File: src/rtl/shift_arbiter.sv
// Round-robin arbiter sharing one 32-bit SLL/SRA barrel shifter between two ports.
// Two register stages (operands, result) give a fixed two-cycle response latency.
module shift_arbiter (
  input  logic        clock,
  input  logic        reset,
  input  logic        req0,
  input  logic [31:0] data0,
  input  logic [4:0]  shamt0,
  input  logic        op0,
  output logic        ready0,
  output logic        resp_valid0,
  output logic [31:0] resp_data0,
  input  logic        req1,
  input  logic [31:0] data1,
  input  logic [4:0]  shamt1,
  input  logic        op1,
  output logic        ready1,
  output logic        resp_valid1,
  output logic [31:0] resp_data1
);

  localparam int DATA_W  = 32;
  localparam int SHAMT_W = 5;

  function automatic logic signed [DATA_W-1:0] barrel_shift(
    input logic signed [DATA_W-1:0] d,
    input logic [SHAMT_W-1:0]       sh,
    input logic                     sra
  );
    barrel_shift = sra ? (d >>> sh) : (d << sh);
  endfunction

  logic                      last;
  logic                      grant0, grant1, xfer;

  logic signed [DATA_W-1:0]  data_p1;
  logic [SHAMT_W-1:0]        shamt_p1;
  logic                      op_p1, tag_p1, vld_p1;

  logic signed [DATA_W-1:0]  result_p2;
  logic                      tag_p2, vld_p2;

  // last == 1 means port 1 was granted most recently, so port 0 wins contention.
  always_comb begin
    grant0 = ~reset & req0 & (~req1 | last);
    grant1 = ~reset & req1 & (~req0 | ~last);
    xfer   = grant0 | grant1;
  end

  assign ready0 = grant0;
  assign ready1 = grant1;

  always_ff @(posedge clock) begin
    if (reset)
      last <= 1'b1;
    else if (xfer)
      last <= grant1;
  end

  // Stage 1: capture granted operands
  always_ff @(posedge clock) begin
    if (reset) begin
      vld_p1   <= 1'b0;
      data_p1  <= '0;
      shamt_p1 <= '0;
      op_p1    <= 1'b0;
      tag_p1   <= 1'b0;
    end else begin
      vld_p1 <= xfer;
      if (xfer) begin
        data_p1  <= grant1 ? $signed(data1) : $signed(data0);
        shamt_p1 <= grant1 ? shamt1 : shamt0;
        op_p1    <= grant1 ? op1 : op0;
        tag_p1   <= grant1;
      end
    end
  end

  // Stage 2: shift result and routing tag
  always_ff @(posedge clock) begin
    if (reset) begin
      vld_p2    <= 1'b0;
      tag_p2    <= 1'b0;
      result_p2 <= '0;
    end else begin
      vld_p2    <= vld_p1;
      tag_p2    <= tag_p1;
      result_p2 <= barrel_shift(data_p1, shamt_p1, op_p1);
    end
  end

  assign resp_valid0 = vld_p2 & ~tag_p2;
  assign resp_valid1 = vld_p2 & tag_p2;
  assign resp_data0  = result_p2;
  assign resp_data1  = result_p2;

endmodule

File: config.mk
export PLATFORM = sky130hd
export DESIGN_NAME = shift_arbiter
export DESIGN_NICKNAME = d
export VERILOG_FILES = /design/src/rtl/shift_arbiter.sv
export SDC_FILE = /design/constraint.sdc
export NUM_CORES = 1
export LEC_CHECK = 0
export BUFFER_PORTS_ARGS = -buffer_cell sky130_fd_sc_hd__buf_4
export CAP_MARGIN = 5
export CELL_PAD_IN_SITES_DETAIL_PLACEMENT = 2
export CELL_PAD_IN_SITES_GLOBAL_PLACEMENT = 2
export CORE_ASPECT_RATIO = 2
export CORE_MARGIN = 2
export CORE_UTILIZATION = 37
export DETAILED_ROUTE_END_ITERATION = 8
export PLACE_DENSITY_LB_ADDON = 0.2
export SYNTH_ARGS = -nofsm -noshare
export SYNTH_HDL_FRONTEND = slang
export SYNTH_SLANG_ARGS = --single-unit
File: constraint.sdc
create_clock -name clock -period 5.29 [get_ports clock]
set_input_delay 0.529 -clock clock [delete_from_list [all_inputs] [get_ports clock]]
set_output_delay 0.529 -clock clock [all_outputs]
set_load 0.01 [all_outputs]
# == Yosys cells after proc, flatten, opt, wreduce, memory -nomap -nowiden ==
# Index checks and enable logic that the tools add are counted.
# word_totals
register_bits,75
in_bits,80
out_inout_bits,68
# op_classes
shifts,2
mux,4
n_bitwise,14
# ops
operator,n
2-to-1 mux 32 bit,2
left shift 32 x 5 -> 32 bit,1
>>> shifter 32 x 5 -> 32 bit,1
bitwise AND 1 bit,6
2-to-1 mux 5 bit,1
inverter 1 bit,5
bitwise OR 1 bit,3
2-to-1 mux 1 bit,1

# == Logic depth before layout (Yosys ltp) ==
# logic_depth
word_depth,4
mapped_depth,10
mapped_depth_nobuf,6

# == Worst setup path after synthesis ==
# OpenSTA, ideal clock, no wires.
# synth_path
path_kind,reg2reg
startpoint,register shamt_p1[1]
endpoint,"register result_p2[17], in the netlist resp_data0[17]"
setup_time_ps,132
t_arrival_ps,1737
required_ps,5158
setup_slack_ps,3421
path_stages_with_launch,9
path_buffers,3
path_cell_list,dfxtp_1 -> buf_6 -> buf_6 -> buf_4 -> mux4_2 -> mux2i_1 -> nand2_1 -> o211ai_1 -> a31oi_1
# synth_via
elab_chain_cells,2
elab_cells_between_ends,3
classes_between,shift (2); mux (1)
# synth_rtl
element,line_no,text
from (decl),37,logic [SHAMT_W-1:0] shamt_p1;
from (signal assigned),72,shamt_p1 <= grant1 ? shamt1 : shamt0;
left shift 32 x 5 -> 32 bit / >>> shifter 32 x 5 -> 32 bit (equally long branches),30,barrel_shift = sra ? (d >>> sh) : (d << sh);
2-to-1 mux 32 bit (*),30,
to (signal assigned),88,"result_p2 <= barrel_shift(data_p1, shamt_p1, op_p1);"
to (decl),40,logic signed [DATA_W-1:0] result_p2;
# Every way passes the cells marked *; elsewhere a longest branch is shown, timed or not.
# A chain may end at the register's enable or synchronous reset.

# == Worst setup path in the final report ==
# layout_path
startpoint,register shamt_p1[1]
endpoint,"register result_p2[24], in the netlist resp_data0[24]"
# Same word-level chain as after synthesis.

==> flow_summary.yaml <==
logic_synthesis:
  synth_edf_count: 0
  yosysTopAreaCell: "sky130_fd_sc_hd__dfxtp_1"
  synthCells: 801
  dominantRegCellSynth: "sky130_fd_sc_hd__dfxtp_1"
  ys_warn_count: 0
  seq_total_area_yosys_pct: 21.0
  syn_area_per_cell_um2: 8.93
  synth_cell_type_count: 65
  synth.net_count: 881
  syn_area_mm2: 0.00715
  postSynth.asyncResetShare_pct: 0
  synth.top_cells.by_area: "sky130_fd_sc_hd__dfxtp_1 21%, sky130_fd_sc_hd__mux4_2 19%, sky130_fd_sc_hd__mux2i_1 10%"
  synth.ff_latch_count: 75
  area_fraction_of_the_dominant_cell_type_after_synthesis_pct: 21.0
power_and_ir_drop:
  design_power_total_mw: 2.29
  leakagePower_nw: 3.18
  p_per_area_mw_per_mm2: 277
  peak_vdd_ir_mv: 0.152
global_route:
  groute.usage.overall_pct: 29.4
  vias_in_the_first_global_route: 7505
  wire_length_of_the_first_global_routing_pass_um: 45200
  grt_antenna_before_repair: 0
  maximum_number_of_pins_on_one_net_before_global_route_repair: 71
  grt_remaining_overflow: 0
die:
  core.rowCount: 72
  core_region_area_mm2: 0.0192
  chipWidth_um: 102
  total_die_area_mm2: 0.0205
  initial_utilization_pct: 37.3
  die-height_um: 201
  floorplan.io_pins: 148
sta:
  setup-violations-final: 0
  rsz0062_at_grt: "no"
  worst-slew-pin-transition_ns: 0.992
  finalSetupTns_ns: 0
  finalClockSkew_ns: 0.00624
  drv_slew: 0
  clock.fmax_mhz: 325
  period_minus_slack_ns: 3.08
  final-hold-violation-count: 0
  fin_crit_sh_pct: 58.2
  max-slew-margin-rel_pct: 33.5
cts:
  clk_path_buf_depth: 2
  clkTransAtPathRegs_ns: 0.06
  number_of_sinks_driven_by_the_clock_tree: 75
  cts-buffers-inserted: 9
  cts_tree: "built"
  clkLatencyLatePin_ns: 0.37
  cts_repair_resize_count: 0
  htree_num_levels: 3
  cts_hold_repair.buffers: 0
  cts.repair_timing.setup_buffer_count: 0
  clock-root-buffer: "sky130_fd_sc_hd__clkbuf_16"
cells_and_area:
  insertedDiodeCount: 0
  nFillCells: 2103
  postLayoutCoreUtil_pct: 43.1
  design.final.nets: 920
  synthToLayoutAreaGrowth_pct: 15.6
  multi_input_comb_area_mm2: 0.00488
  leading_cell_type_in_the_layout_fill_and_taps_excluded: "sky130_fd_sc_hd__buf_4"
  final_layout_size_suffix_gt1_share_pct: 31.8
  layout.area.seq_mm2: 0.00151
  final_cell_mix: "158 x sky130_fd_sc_hd__buf_4, 98 x sky130_fd_sc_hd__nand2_1, 73 x sky130_fd_sc_hd__mux2i_1, 72 x sky130_fd_sc_hd__dfxtp_1, 70 x sky130_fd_sc_hd__nor2_1"
setup_path:
  regToRegSetupSlack_ns: 2.21
  cpPeakStageDelay_ns: 0.94
  worst_r2r_endpoint: "resp_data0[24]"
  critical_path.cell_chain: "buf_4 -> mux4_2 -> mux2i_1 -> o21ai_0 -> nand3_1 -> o221ai_1"
  critPathRequiredTime_ns: 5.49
  critical_path_buf_inv_count: 1
  cp-start-kind: "flip-flop"
  critPathCaptureType: "flip-flop"
  cp_slowest_cell: "sky130_fd_sc_hd__dfxtp_4"
  reg2reg_from: "shamt_p1[1]"
  cp_max_fo: 60
  critical_setup_path_kind: "reg -> reg"
  cp_data_arrival_time_ns: 3.28
  worstRegToRegCells: 6
  worst_path_dominant_cell_family: "flip-flops"
placement:
  dp_hpwl_um: 22400
  globalplace.congestion: 0.968
  io_buffer_count: 147
status:
  status: "finished, final reports clean"
drt:
  drt_pass1_iterations: 5
  first_iter_violations: 489
  detailroute.via_count: 6896
  drtAntennaViolNets: 0
  route.final.wire_length_um: 29500
  drc_errors: 0
  post_drt_wl_per_cell_um: 26.7
  post_drt_via_cell_ratio: 6.25
hold_path:
  worst_hold_path.endpoint: "data_p1[0]"
  worstHoldPathCells: 3
  min_from: "data1[0]"
  hold_path_class: "in -> reg"
run:
  max_cap_violations: 0
==> power breakdown <==
| part | total (mW) | internal, mW | switching, mW |
|---|---|---|---|
| Combinational | 0.853 | 0.387 | 0.466 |
| Clock | 0.696 | 0.436 | 0.260 |
| Sequential | 0.739 | 0.622 | 0.117 |
| Total | 2.29 | 1.44 | 0.843 |
==> sequential cells by signal, summed over array words and instances (netlist names) <==
signal and flops:
data_p1 32, resp_data0 32, shamt_p1 5, last 1, op_p1 1, tag_p1 1, tag_p2 1, vld_p1 1
vld_p2 1
==> logic make-up (layout without fill, tap and decap cells) <==
group | after synthesis | after routing | synth area share (%)
multiplexers | 165 | 165 | 35.7
buffers and inverters | 138 | 182 | 10.9
AO/OA/AOI/OAI | 188 | 188 | 18.0
flip-flops | 75 | 75 | 21.0
AND/OR/NAND/NOR | 235 | 235 | 14.4
==> cells in the mapped netlist, types with 3 or more instances <==
| library cell | count |
|---|---|
| sky130_fd_sc_hd__a211oi_1 | 40 |
| sky130_fd_sc_hd__a21oi_1 | 35 |
| sky130_fd_sc_hd__a221oi_1 | 4 |
| sky130_fd_sc_hd__a22oi_1 | 9 |
| sky130_fd_sc_hd__a2bb2oi_1 | 3 |
| sky130_fd_sc_hd__a31oi_1 | 13 |
| sky130_fd_sc_hd__and2_1 | 3 |
| sky130_fd_sc_hd__buf_1 | 8 |
| sky130_fd_sc_hd__buf_2 | 19 |
| sky130_fd_sc_hd__buf_4 | 42 |
| sky130_fd_sc_hd__buf_6 | 6 |
| sky130_fd_sc_hd__clkbuf_1 | 53 |
| sky130_fd_sc_hd__dfxtp_1 | 75 |
| sky130_fd_sc_hd__inv_1 | 6 |
| sky130_fd_sc_hd__mux2_1 | 5 |
| sky130_fd_sc_hd__mux2_2 | 17 |
| sky130_fd_sc_hd__mux2_4 | 3 |
| sky130_fd_sc_hd__mux2i_1 | 73 |
| sky130_fd_sc_hd__mux4_1 | 5 |
| sky130_fd_sc_hd__mux4_2 | 61 |
| sky130_fd_sc_hd__nand2_1 | 98 |
| sky130_fd_sc_hd__nand2b_1 | 9 |
| sky130_fd_sc_hd__nand3_1 | 16 |
| sky130_fd_sc_hd__nor2_1 | 70 |
| sky130_fd_sc_hd__nor2b_1 | 10 |
| sky130_fd_sc_hd__nor3_1 | 8 |
| sky130_fd_sc_hd__nor3b_1 | 5 |
| sky130_fd_sc_hd__o211ai_1 | 13 |
| sky130_fd_sc_hd__o21a_1 | 3 |
| sky130_fd_sc_hd__o21ai_0 | 19 |
| sky130_fd_sc_hd__o21ai_1 | 10 |
| sky130_fd_sc_hd__o221ai_1 | 6 |
| sky130_fd_sc_hd__o22ai_1 | 5 |
| sky130_fd_sc_hd__o311ai_0 | 3 |
| sky130_fd_sc_hd__o311ai_1 | 3 |
| sky130_fd_sc_hd__o31ai_1 | 3 |
| sky130_fd_sc_hd__or2_2 | 3 |
==> through the flow <==
stage | instance area, um2 | cells | setup slack [ns] | hold WS [ns]
floorplan | 7150 | 801 | 3.42 | 0.414
global placement | 7940 | 1088 | 2.39 | 0.418
detailed placement | 7940 | 1088 | 2.27 | 0.459
CTS | 8270 | 1104 | 2.25 | 0.376
global route | 8270 | 1104 | 2.09 | 0.401
finish | 8270 | 1104 | 2.21 | 0.381
==> routing by layer <==
metal / up-vias / global-route usage (%) / wire, um
met5: - / 0 / 0
met3: 84 / 4.11 / 1100
met1: 3527 / 32.0 / 10500
met2: 239 / 51.4 / 15800
met4: 0 / 19.6 / 2110
li1: 3046 / - / -
==> layout make-up <==
| class | count | share of cell area (%) |
|---|---|---|
| clock buffers | 11 | 3.06 |
| multi-input cells | 588 | 59.0 |
| flip-flops and latches | 75 | 18.2 |
| clock inverters | 5 | 0.908 |
| repair buffers | 159 | 14.6 |
| inverters | 7 | 0.318 |
| well taps | 259 | 3.92 |
==> tightest hold or removal path: stages <==
cell and delay, ns:
sky130_fd_sc_hd__buf_4 0.08, sky130_fd_sc_hd__nand2_1 0.04, sky130_fd_sc_hd__o21ai_0 0.06
==> how the worst max path moves through the flow <==
stage | from | end | cells past startpoint | slack [ns]
after detailed placement | shamt_p1[1] | resp_data0[24] | 6 | 2.27
after CTS | shamt_p1[1] | resp_data0[24] | 6 | 2.25
after global placement | shamt_p1[1] | resp_data0[27] | 6 | 2.39
after global routing | shamt_p1[1] | resp_data0[27] | 6 | 2.09
final | shamt_p1[1] | resp_data0[24] | 6 | 2.21
after floorplan | shamt_p1[1] | resp_data0[17] | 8 | 3.42
Power figures use the tool's default switching activity.
